### config.mk
export PLATFORM = sky130hd
export DESIGN_NAME = step_scheduler
export DESIGN_NICKNAME = d
export VERILOG_FILES = /design/src/rtl/step_scheduler_pkg.sv /design/src/rtl/step_scheduler_fifo.sv /design/src/rtl/step_scheduler.sv
export SDC_FILE = /design/constraint.sdc
export NUM_CORES = 1
export LEC_CHECK = 0
export CORE_MARGIN = 1.5
export CORE_UTILIZATION = 35
export DETAILED_ROUTE_END_ITERATION = 10
export GPL_TIMING_DRIVEN = 0
export PLACE_DENSITY_LB_ADDON = 0.08
export RECOVER_POWER = 100
export SLEW_MARGIN = 40
export SYNTH_ARGS = -nofsm -noshare
export SYNTH_HDL_FRONTEND = slang
export SYNTH_SLANG_ARGS = --single-unit
### constraint.sdc
create_clock -name clk -period 10.2 [get_ports clk]
set_input_delay 2.04 -clock clk [delete_from_list [all_inputs] [get_ports clk]]
set_output_delay 2.04 -clock clk [all_outputs]
set_load 0.1 [all_outputs]
### src/rtl/step_scheduler_pkg.sv
// Shared constants and types for the step_scheduler stepper pulse scheduler.
package step_scheduler_pkg;

  typedef enum logic [1:0] {
    ST_IDLE  = 2'd0,
    ST_WAIT  = 2'd1,
    ST_PULSE = 2'd2,
    ST_HALT  = 2'd3
  } state_e;

  localparam logic [3:0] ADR_CTRL      = 4'd0;
  localparam logic [3:0] ADR_LAST_TIME = 4'd1;
  localparam logic [3:0] ADR_INTERVAL  = 4'd2;
  localparam logic [3:0] ADR_PUSH      = 4'd3;
  localparam logic [3:0] ADR_POSITION  = 4'd4;

  localparam int CTRL_ENABLE_BIT   = 0;
  localparam int CTRL_SHUTDOWN_BIT = 1;
  localparam int CTRL_OVERFLOW_BIT = 2;
  localparam int CTRL_COUNT_LSB    = 4;
  localparam int CTRL_COUNT_W      = 4;
  localparam int CTRL_STATE_LSB    = 8;

  localparam int PUSH_COUNT_LSB = 0;
  localparam int PUSH_COUNT_W   = 16;
  localparam int PUSH_ADD_LSB   = 16;
  localparam int PUSH_ADD_W     = 15;
  localparam int PUSH_DIR_BIT   = 31;

  localparam int ENTRY_W = 64;

  // Field order matches {INTERVAL staging, PUSH data word}.
  typedef struct packed {
    logic [31:0]           interval;
    logic                  dir;
    logic [PUSH_ADD_W-1:0] add;
    logic [PUSH_COUNT_W-1:0] count;
  } entry_t;

  function automatic logic [31:0] sext_add(input logic [PUSH_ADD_W-1:0] a);
    return {{(32 - PUSH_ADD_W){a[PUSH_ADD_W-1]}}, a};
  endfunction

endpackage

### src/rtl/step_scheduler_fifo.sv
// Move queue for step_scheduler: synchronous FIFO with flush; a push into a
// full queue succeeds when a pop happens in the same cycle.
module step_scheduler_fifo
  import step_scheduler_pkg::*;
#(
  parameter int DEPTH = 4,
  localparam int AW = $clog2(DEPTH),
  localparam int CW = AW + 1
) (
  input  logic               clk,
  input  logic               rst_n,
  input  logic               flush,
  input  logic               push,
  input  logic [ENTRY_W-1:0] push_data,
  input  logic               pop,
  output logic [ENTRY_W-1:0] pop_data,
  output logic               full,
  output logic               empty,
  output logic [CW-1:0]      count
);

  logic [ENTRY_W-1:0] mem_q [DEPTH];
  logic [AW-1:0]      wr_ptr_q, wr_ptr_d;
  logic [AW-1:0]      rd_ptr_q, rd_ptr_d;
  logic [CW-1:0]      count_q, count_d;
  logic               do_push, do_pop;

  assign full     = (count_q == CW'(DEPTH));
  assign empty    = (count_q == '0);
  assign count    = count_q;
  assign pop_data = mem_q[rd_ptr_q];
  assign do_pop   = pop & ~empty;
  assign do_push  = push & (~full | do_pop);

  // NOTE: every always_comb output gets a default first so no latch is inferred.
  always_comb begin
    wr_ptr_d = wr_ptr_q;
    rd_ptr_d = rd_ptr_q;
    count_d  = count_q;
    if (flush) begin
      wr_ptr_d = '0;
      rd_ptr_d = '0;
      count_d  = '0;
    end else begin
      if (do_push) wr_ptr_d = wr_ptr_q + 1'b1;
      if (do_pop)  rd_ptr_d = rd_ptr_q + 1'b1;
      count_d = count_q + CW'(do_push) - CW'(do_pop);
    end
  end

  // NOTE: non-blocking assignments in sequential blocks keep flop updates race-free.
  always_ff @(posedge clk or negedge rst_n) begin
    if (!rst_n) begin
      wr_ptr_q <= '0;
      rd_ptr_q <= '0;
      count_q  <= '0;
    end else begin
      wr_ptr_q <= wr_ptr_d;
      rd_ptr_q <= rd_ptr_d;
      count_q  <= count_d;
    end
  end

  // NOTE: storage is not reset; pointers and count alone define valid contents.
  always_ff @(posedge clk) begin
    if (do_push && !flush) mem_q[wr_ptr_q] <= push_data;
  end

endmodule

### src/rtl/step_scheduler.sv
// Wishbone stepper pulse scheduler: queued moves become timed step/dir pulses.
// Define STEP_SCHEDULER_POSITION_EN to add the signed POSITION register (reg 4).
module step_scheduler
  import step_scheduler_pkg::*;
#(
  parameter int QUEUE_DEPTH = 4,
  parameter int PULSE_TICKS = 4
) (
  input  logic        clk,
  input  logic        rst_n,
  input  logic [31:0] counter,
  input  logic        shutdown,
  input  logic        wb_stb_i,
  input  logic        wb_cyc_i,
  input  logic        wb_we_i,
  input  logic [3:0]  wb_adr_i,
  input  logic [31:0] wb_dat_i,
  output logic [31:0] wb_dat_o,
  output logic        wb_ack_o,
  output logic        step,
  output logic        dir,
  output logic        irq
);

  localparam int CW = $clog2(QUEUE_DEPTH) + 1;

  state_e            state_q, state_d;
  logic              enable_q, enable_d;
  logic              shut_lat_q, shut_lat_d;
  logic              overflow_q, overflow_d;
  logic [31:0]       last_time_q, last_time_d;
  logic [31:0]       interval_stage_q, interval_stage_d;
  logic [31:0]       cur_interval_q, cur_interval_d;
  logic [31:0]       next_time_q, next_time_d;
  logic [15:0]       cur_count_q, cur_count_d;
  logic [14:0]       cur_add_q, cur_add_d;
  logic [7:0]        pulse_cnt_q, pulse_cnt_d;
  logic              dir_q, dir_d, step_q, step_d;
  logic              ack_q, ack_d, irq_q, irq_d;
  logic [31:0]       dat_q, dat_d;
`ifdef STEP_SCHEDULER_POSITION_EN
  logic [31:0]       position_q, position_d;
`endif

  logic              fifo_push, fifo_pop, fifo_flush, fifo_full, fifo_empty;
  logic [CW-1:0]     fifo_count;
  entry_t            head;
  logic              wb_req, wb_wr, wb_rd, due, do_load;
  logic [15:0]       push_count, new_count;
  logic [31:0]       load_base, new_interval, ctrl_rd;

  assign wb_req     = wb_stb_i & wb_cyc_i & ~ack_q;
  assign wb_wr      = wb_req & wb_we_i;
  assign wb_rd      = wb_req & ~wb_we_i;
  assign push_count = wb_dat_i[PUSH_COUNT_LSB +: PUSH_COUNT_W];
  assign fifo_push  = wb_wr && (wb_adr_i == ADR_PUSH) && (push_count != '0);
  // Wrap-safe: the target counts as reached once it lies at most 2^31 ticks behind.
  assign due        = $signed(counter - next_time_q) >= 0;

  step_scheduler_fifo #(.DEPTH(QUEUE_DEPTH)) u_fifo (
    .clk       (clk),
    .rst_n     (rst_n),
    .flush     (fifo_flush),
    .push      (fifo_push),
    .push_data ({interval_stage_q, wb_dat_i}),
    .pop       (fifo_pop),
    .pop_data  (head),
    .full      (fifo_full),
    .empty     (fifo_empty),
    .count     (fifo_count)
  );

  always_comb begin
    state_d          = state_q;
    enable_d         = enable_q;
    shut_lat_d       = shut_lat_q;
    overflow_d       = overflow_q;
    last_time_d      = last_time_q;
    interval_stage_d = interval_stage_q;
    cur_interval_d   = cur_interval_q;
    next_time_d      = next_time_q;
    cur_count_d      = cur_count_q;
    cur_add_d        = cur_add_q;
    pulse_cnt_d      = pulse_cnt_q;
    dir_d            = dir_q;
    step_d           = step_q;
    fifo_pop         = 1'b0;
    fifo_flush       = 1'b0;
    do_load          = 1'b0;
    load_base        = last_time_q;
    new_count        = cur_count_q - 16'd1;
    new_interval     = cur_interval_q + sext_add(cur_add_q);
    ack_d            = wb_req;
    dat_d            = '0;

    ctrl_rd = '0;
    ctrl_rd[CTRL_ENABLE_BIT]   = enable_q;
    ctrl_rd[CTRL_SHUTDOWN_BIT] = shut_lat_q;
    ctrl_rd[CTRL_OVERFLOW_BIT] = overflow_q;
    ctrl_rd[CTRL_COUNT_LSB +: CTRL_COUNT_W] = 4'(fifo_count);
    ctrl_rd[CTRL_STATE_LSB +: 2] = state_q;

    if (wb_rd) begin
      case (wb_adr_i)
        ADR_CTRL:      dat_d = ctrl_rd;
        ADR_LAST_TIME: dat_d = last_time_q;
        ADR_INTERVAL:  dat_d = interval_stage_q;
        ADR_PUSH:      dat_d = {16'd0, cur_count_q};
`ifdef STEP_SCHEDULER_POSITION_EN
        ADR_POSITION:  dat_d = position_q;
`endif
        default:       dat_d = '0;
      endcase
    end

    if (wb_wr) begin
      case (wb_adr_i)
        ADR_CTRL: begin
          enable_d = wb_dat_i[CTRL_ENABLE_BIT];
          if (wb_dat_i[CTRL_SHUTDOWN_BIT]) shut_lat_d = 1'b0;
          if (wb_dat_i[CTRL_OVERFLOW_BIT]) overflow_d = 1'b0;
        end
        ADR_LAST_TIME: if (state_q == ST_IDLE) last_time_d = wb_dat_i;
        ADR_INTERVAL:  interval_stage_d = wb_dat_i;
        default: ;
      endcase
    end

    case (state_q)
      ST_IDLE: begin
        if (enable_q && !fifo_empty && !shut_lat_q) begin
          fifo_pop = 1'b1;
          do_load  = 1'b1;
          state_d  = ST_WAIT;
        end
      end
      ST_WAIT: begin
        if (!enable_q) begin
          fifo_flush  = 1'b1;
          cur_count_d = '0;
          state_d     = ST_IDLE;
        end else if (due) begin
          step_d      = 1'b1;
          pulse_cnt_d = 8'(PULSE_TICKS - 1);
          state_d     = ST_PULSE;
        end
      end
      ST_PULSE: begin
        if (pulse_cnt_q != '0) begin
          pulse_cnt_d = pulse_cnt_q - 8'd1;
        end else begin
          step_d         = 1'b0;
          last_time_d    = next_time_q;
          cur_count_d    = new_count;
          cur_interval_d = new_interval;
          next_time_d    = next_time_q + new_interval;
          if (!enable_q) begin
            fifo_flush  = 1'b1;
            cur_count_d = '0;
            state_d     = ST_IDLE;
          end else if (new_count != '0) begin
            state_d = ST_WAIT;
          end else if (!fifo_empty) begin
            // Chain straight into the next move, timed from the step just taken.
            fifo_pop  = 1'b1;
            do_load   = 1'b1;
            load_base = next_time_q;
            state_d   = ST_WAIT;
          end else begin
            state_d = ST_IDLE;
          end
        end
      end
      ST_HALT: begin
        if (!shut_lat_q && !shutdown) state_d = ST_IDLE;
      end
      default: state_d = ST_IDLE;
    endcase

    if (shutdown) begin
      step_d      = 1'b0;
      pulse_cnt_d = '0;
      fifo_flush  = 1'b1;
      fifo_pop    = 1'b0;
      do_load     = 1'b0;
      cur_count_d = '0;
      shut_lat_d  = 1'b1;
      state_d     = ST_HALT;
    end

    if (do_load) begin
      cur_interval_d = head.interval;
      cur_count_d    = head.count;
      cur_add_d      = head.add;
      dir_d          = head.dir;
      next_time_d    = load_base + head.interval;
    end

    if (fifo_push && fifo_full && !fifo_pop) overflow_d = 1'b1;

`ifdef STEP_SCHEDULER_POSITION_EN
    position_d = position_q;
    if (step_d && !step_q) position_d = dir_q ? position_q - 32'd1 : position_q + 32'd1;
    if (wb_wr && (wb_adr_i == ADR_POSITION)) position_d = wb_dat_i;
`endif

    irq_d = (enable_q && (fifo_count < CW'(QUEUE_DEPTH))) || shut_lat_q || overflow_q;
  end

  always_ff @(posedge clk or negedge rst_n) begin
    if (!rst_n) begin
      state_q          <= ST_IDLE;
      enable_q         <= 1'b0;
      shut_lat_q       <= 1'b0;
      overflow_q       <= 1'b0;
      last_time_q      <= '0;
      interval_stage_q <= '0;
      cur_interval_q   <= '0;
      next_time_q      <= '0;
      cur_count_q      <= '0;
      cur_add_q        <= '0;
      pulse_cnt_q      <= '0;
      dir_q            <= 1'b0;
      step_q           <= 1'b0;
      ack_q            <= 1'b0;
      irq_q            <= 1'b0;
      dat_q            <= '0;
`ifdef STEP_SCHEDULER_POSITION_EN
      position_q       <= '0;
`endif
    end else begin
      state_q          <= state_d;
      enable_q         <= enable_d;
      shut_lat_q       <= shut_lat_d;
      overflow_q       <= overflow_d;
      last_time_q      <= last_time_d;
      interval_stage_q <= interval_stage_d;
      cur_interval_q   <= cur_interval_d;
      next_time_q      <= next_time_d;
      cur_count_q      <= cur_count_d;
      cur_add_q        <= cur_add_d;
      pulse_cnt_q      <= pulse_cnt_d;
      dir_q            <= dir_d;
      step_q           <= step_d;
      ack_q            <= ack_d;
      irq_q            <= irq_d;
      dat_q            <= dat_d;
`ifdef STEP_SCHEDULER_POSITION_EN
      position_q       <= position_d;
`endif
    end
  end

  assign wb_ack_o = ack_q;
  assign wb_dat_o = dat_q;
  assign step     = step_q;
  assign dir      = dir_q;
  assign irq      = irq_q;

endmodule

==> results of run 1 <==
==> worst max-delay path, cell delays in order, from the launching register on <==
cell      delay [ns]
dfrtp_1         0.47
inv_1           0.10
ha_1            0.29
or4b_1          0.20
clkbuf_1        0.32
o21ai_0         0.27
a211o_1         0.34
a22oi_1         0.35
nand3b_1        0.22
a21o_1          0.27
clkbuf_1        0.47
nand3_1         0.27
nand2b_1        0.17
nor2_1          0.22
and2_0          1.50
clkbuf_1        1.33
buf_12          0.29
==> state kept, by name (all words and copies together) (netlist names), 2 cells and up <==
| signal | cells |
|---|---|
| cur_add_q | 15 |
| cur_count_q | 16 |
| cur_interval_q | 32 |
| interval_stage_q | 32 |
| last_time_q | 32 |
| next_time_q | 32 |
| pulse_cnt_q | 8 |
| state_q | 2 |
| u_fifo.count | 3 |
| u_fifo.mem_q | 256 |
| u_fifo.rd_ptr_q | 2 |
| u_fifo.wr_ptr_q | 2 |
| wb_dat_o | 32 |
==> power by group <==
| group | switching, mW | internal (mW) | total, mW |
|---|---|---|---|
| Sequential | 0.293 | 2.22 | 2.52 |
| Clock | 0.835 | 1.13 | 1.96 |
| Combinational | 1.42 | 0.876 | 2.29 |
| Total | 2.54 | 4.23 | 6.77 |
==> cell families (layout without fill, tap and decap cells) <==
logic type | count (synthesis) | count (layout) | synth area share
buf+inv | 186 | 409 | 0.0294
xor+xnor | 82 | 82 | 0.0293
fa+ha+maj | 144 | 144 | 0.0733
flops | 471 | 471 | 0.523
other cells | 0 | 2 | 0
compound gates | 584 | 584 | 0.148
simple gates | 669 | 669 | 0.121
mux | 106 | 106 | 0.0761
==> worst max-delay path by stage <==
stage | depth (start not counted) | startpoint | end | slack (ns)
final | 16 | cur_count_q[0]$_DFFE_PN0P_ | u_fifo.mem_q[1][22]$_DFFE_PP_ | 2.78
after global routing | 2 | rst_n | cur_interval_q[18]$_DFFE_PN0P_ | 2.10
after CTS | 23 | cur_count_q[1]$_DFFE_PN0P_ | next_time_q[31]$_DFFE_PN0P_ | 3.61
after detailed placement | 23 | cur_count_q[1]$_DFFE_PN0P_ | next_time_q[31]$_DFFE_PN0P_ | 3.62
after global placement | 1 | rst_n | cur_interval_q[30]$_DFFE_PN0P_ | -3.27
after floorplan | 7 | wb_adr_i[3] | u_fifo.mem_q[0][0]$_DFFE_PP_ | 5.19
==> cell usage in the layout, fill, tap and decap left out, types with 11 or more instances in the layout <==
cell type	count
nand2_1	302
edfxtp_1	256
dfrtp_1	215
nor2_1	158
a21oi_1	142
ha_1	140
clkbuf_1	137
o21ai_0	129
inv_1	78
a31oi_1	73
mux4_2	64
clkbuf_16	54
xnor2_1	49
a21o_1	49
a22oi_1	43
nor3_1	38
nand3_1	36
clkdlybuf4s50_1	36
dlygate4sd3_1	36
mux2_2	33
xor2_1	32
a211oi_1	24
o21a_1	18
nand2b_1	17
o211ai_1	17
nor2b_1	17
nor4_1	15
or3_1	14
buf_2	12
o41ai_1	12
clkinv_2	11
==> stage by stage <==
stage               hold WS (ns)  setup slack (ns)  power, mW   util
detailed placement         0.466              3.62       4.80  0.389
CTS                        0.481              3.61       6.80  0.415
floorplan                  0.450              5.19       4.04      -
global placement           0.468             -3.27       4.78  0.387
finish                     0.481              2.78       6.77  0.411
global route               0.522              2.10       7.18  0.411
==> area by class of cell <==
class,count,area [sq um],share of cell area
Sequential cell,471,13100,0.451
Multi-Input combinational cell,1585,11200,0.387
Clock buffer,75,1530,0.0528
Tap cell,940,1180,0.0406
Timing Repair Buffer,121,977,0.0337
Buffer,108,443,0.0153
Inverter,78,293,0.0101
Clock inverter,27,273,0.00942
Antenna cell,2,5.00,0.000173
==> metal layers <==
layer  global-route usage  share of wire  up-vias  wire [um]
met5                    0              0        -          0
met4               0.0638          0.026        0       2290
met3               0.0366          0.060      106       5330
met2                0.371           0.44      603      39500
met1                0.359           0.47     9534      42100
li1                     -              -     8729          -
==> qor.csv, run 1 <==
metric,value,unit
post-route clock period utilization,0.728,
final layout net count,2637,
number of I/O port buffers,109,
synth unique cells,78,
area post-placement,27400,sq um
DR pass1 iterations,5,
share of cells above drive strength 1,0.0905,
worst-skew pair later-pin latency,0.64,ns
Mapped Cells,2242,
Die Y-Extent,270,um
most common cell in the netlist,nand2_1,
initial antenna violation count,1,
Reg2Reg Depth,16,
final setup TNS,0,ns
Layout area overhead,15.9,%
RD Place Congestion,0.913,
Hold Crit Class,reg2reg,
Root Driver,clkbuf_16,
Critical Path AT,7.75,ns
clk slew on worst S/H paths,0.06,ns
Ys Warns,0,
Vias/cell,5.57,
RSZ-0062 raised after global routing,no,
Post-Syn Area,25000,sq um
htree depth,2,
violated checks,"max-capacitance violations, max-slew violations",
Detailed Place HPWL,68.5,mm
drt wl/cell,26.2,um
PD cells,234,nW/um^2
Synth async-reset ratio,0.456,
most frequent cells after synthesis,"302 x nand2_1, 256 x edfxtp_1, 215 x dfrtp_1",
largest net degree at the start of global routing,66,
Yosys top cell area share,0.308,
vias in the first global route,18733,
Crit Path Class,reg2reg,
total nets after synthesis,2460,
placed cell count,3303,
CP max FO,24,
Rows,97,
fmax,135,MHz
slew margin rel.,-1.34,
max-cap viol count,10,
Post-synth EDFFs,256,
Die W,270,um
RR Endpoint,u_fifo.mem_q[1][22]$_DFFE_PP_,
via count,18972,
grt ovf,0,
Hold Crit Depth,2,
Worst Hold Path EP,dir$_DFFE_PN0N_,
die area,73000,sq um
Final Slew Violations,311,
Worst Tran Pin Value,3.51,ns
reg2reg setup slack,2.78,ns
CTS tree,built,
Synth Register Bits,471,
initial core utilization,0.355,
hold wc startpoint,dir$_DFFE_PN0N_,
Hold Fails Final Rpt,0,
largest cells by area after synthesis,"edfxtp_1 31%, dfrtp_1 22%, ha_1 7.0%, mux4_2 5.8%, nand2_1 4.5%",
I/O pin cnt,110,
All-Layer GR Usage,0.243,
Residual DRC,0,
Worst VDD drop,0.169,mV
"Top FF cell, synth",edfxtp_1,
# resized after CTS,0,
first-pass GRT wire length,130,mm
Setup Skew,0.0323,ns
Post-CTS Setup Bufs,0,
Crit path required time,10.53,ns
routed wire length,89.2,mm
post-synth top area cell,edfxtp_1,
critical path endpoint category,flop,
Setup Viol. Count Final,0,
Hold Buf Count CTS,0,
antenna-violating nets left,0,
sequential area share after synthesis,0.523,
core area,70400,sq um
clock buffer count from CTS,54,
post-route cell area,29000,sq um
status,"finished, violations left",
Non-Filler Instances,3407,
DR iter-0 viols,1586,
syn avg cell area,11.1,sq um
CP Launch Type,flop,
R2R Path Start,cur_count_q[0]$_DFFE_PN0P_,
leakage,11.5,nW
fin crit period,7.42,ns
# fillers,6868,
CTS Buffer Depth,3,
Sink Count,471,
(Power assumes the default switching activity.)
==> run 2, diff against run 1 <==
==> constraint.sdc (replaced) <==
create_clock -name clk -period 6.7 [get_ports clk]
set_input_delay 1.34 -clock clk [delete_from_list [all_inputs] [get_ports clk]]
set_output_delay 1.34 -clock clk [all_outputs]
set_load 0.1 [all_outputs]
==> run 2 against run 1 <==
The run still ends with max-capacitance violations, max-slew violations left. Final cell count barely moved. Total power rose by 52%. Combinational power rose by 53%. Clock power rose by 53%. Via count fell by 0.11%. Hold slack barely moved. Highest routed layer unchanged.
==> qor.csv, run 2 (same netlist as run 1, synthesis figures left out) <==
metric,value,unit,change
status,"finished, violations left",,
violated checks,"max-capacitance violations, max-slew violations",,
Residual DRC,0,,unchanged
# fillers,6859,,-0.13%
number of I/O port buffers,109,,unchanged
fmax,158,MHz,+17%
All-Layer GR Usage,0.243,,unchanged
met3 usage,0.0366,,unchanged
Crit Path Class,reg2reg,,
CP max FO,10,,-58%
antenna-violating nets left,0,,unchanged
Worst VDD drop,0.257,mV,+52%
CTS tree,built,,
register name with the most flops,u_fifo.mem_q,,
register area,13100,sq um,unchanged
clk slew on worst S/H paths,0.06,ns,about the same
Sink Count,471,,unchanged
routed wire length,89.3,mm,about the same
die area,73000,sq um,unchanged
max-cap viol count,4,,-6
met1 Usage GRT,0.359,,unchanged
final layout net count,2637,,unchanged
via count,18951,,-0.11%
core area,70400,sq um,unchanged
initial core utilization,0.355,,unchanged
Hold Buf Count CTS,0,,unchanged
"commonest cells after routing, fill and taps aside","302 x nand2_1, 256 x edfxtp_1, 215 x dfrtp_1",,
GR Util met2,0.371,,unchanged
Crit path required time,7.23,ns,-3.30 ns
Die W,270,um,unchanged
share of cells above drive strength 1,0.0937,,+0.00325
WHS,0.480,ns,-0.000110 ns
post-route clock period utilization,0.946,,+0.218
largest net degree at the start of global routing,66,,unchanged
DR pass1 iterations,6,,+1
initial antenna violation count,1,,unchanged
Final Slew Violations,180,,-42%
I/O pin cnt,110,,unchanged
RD Place Congestion,0.913,,unchanged
Rows,97,,unchanged
slew margin rel.,-1.14,,+0.194
clock buffer count from CTS,54,,unchanged
DR iter-0 viols,1566,,-1.3%
number of flip-flops under the largest register name,256,,unchanged
drt wl/cell,26.2,um,+0.12%
area taken by multi-input logic gates,11200,sq um,+0.12%
CP Launch Type,flop,,
"most common cell after layout, fill and taps aside",nand2_1,,
htree depth,2,,unchanged
Worst Tran Pin Value,3.22,ns,-0.291 ns
Hold Fails Final Rpt,0,,unchanged
critical path endpoint category,flop,,
Layout area overhead,16.1,%,
Pwr Total,10.3,mW,+52%
RSZ-0062 raised after global routing,no,,
worst-skew pair later-pin latency,0.63,ns,about the same
first-pass GRT wire length,130,mm,unchanged
Hold Crit Class,reg2reg,,
Setup Viol. Count Final,0,,unchanged
Detailed Place HPWL,68.5,mm,unchanged
Die Y-Extent,270,um,unchanged
Vias/cell,5.56,,about the same
grt ovf,0,,unchanged
CTS Buffer Depth,3,,unchanged
Root Driver,clkbuf_16,,
Setup Skew,0.0319,ns,-0.000363 ns
Critical Path AT,6.87,ns,-0.88 ns
global route hottest layer,met2,,
fin crit period,6.34,ns,-1.09 ns
PD cells,355,nW/um^2,+52%
vias in the first global route,18733,,unchanged
leakage,11.5,nW,+0.30%
## run 2: critical path: stages, from the launching register on
cell and delay, ns:
dfrtp_1 0.44, inv_1 0.14, ha_1 0.29, or4b_1 0.46
clkbuf_1 0.23, o21ai_0 0.23, nand3b_1 0.12, a31oi_1 0.42
nand3b_1 0.25, buf_2 0.28, clkbuf_2 0.28, nor2_1 0.06
a21o_1 0.18, ha_1 0.30, a211oi_1 0.10, o21a_1 0.23
o31ai_1 0.55, o211ai_1 0.35, o311ai_2 0.45, nand3b_1 0.15
a32oi_1 0.35, xnor2_1 0.17, nor2_1 0.06, a31oi_1 0.15
## run 2: final timing paths
check	start	cells past startpoint	to	slack (ns)
worst min register to register	dir$_DFFE_PN0N_	2	dir$_DFFE_PN0N_	0.48
worst max-delay path	cur_count_q[1]$_DFFE_PN0P_	23	next_time_q[31]$_DFFE_PN0P_	0.36
worst min-delay path	dir$_DFFE_PN0N_	2	dir$_DFFE_PN0N_	0.48
worst max register to register	cur_count_q[1]$_DFFE_PN0P_	23	next_time_q[31]$_DFFE_PN0P_	0.36
min in group asynchronous	rst_n	1	interval_stage_q[4]$_DFFE_PN0P_	1.79
max in group asynchronous	rst_n	2	last_time_q[19]$_DFF_PN0_	1.14
## run 2: final cells by class
type,instances,area share
Sequential cell,471,0.450
Multi-Input combinational cell,1585,0.386
Clock buffer,75,0.0527
Tap cell,940,0.0405
Timing Repair Buffer,121,0.0355
Buffer,108,0.0153
Inverter,78,0.0101
Clock inverter,27,0.00940
Antenna cell,1,0.0000862
## run 2: per-layer routing
metal  part of all wire  wire length [um]
met1               0.47             42300
met2               0.44             39500
met5                  0                 0
met4              0.026              2300
met3              0.058              5180
## run 2: power breakdown
group	leakage (nW)	internal [mW]	total, mW	switching [mW]
Clock	0.880	1.72	2.99	1.27
Combinational	5.52	1.34	3.50	2.16
Sequential	5.10	3.39	3.83	0.444
Total	11.5	6.44	10.3	3.88
## run 2: per-stage QoR
stage	setup slack, ns	area (sq um)	TNS (ns)	util	std cells
after detailed placement	0.122	27400	0	0.389	3303
after floorplan	1.74	25000	0	-	2242
after global routing	0.0291	29000	0	0.412	3405
after global placement	-6.07	27300	-1422.89	0.387	3291
after CTS	0.107	29200	0	0.415	3405
final	0.363	29000	0	0.412	3406
## run 2: what timing repair did
item                       4_1_cts  5_1_grt
setup endpoints to repair        0        6
setup buffers                    0        0
resized for setup                0        3
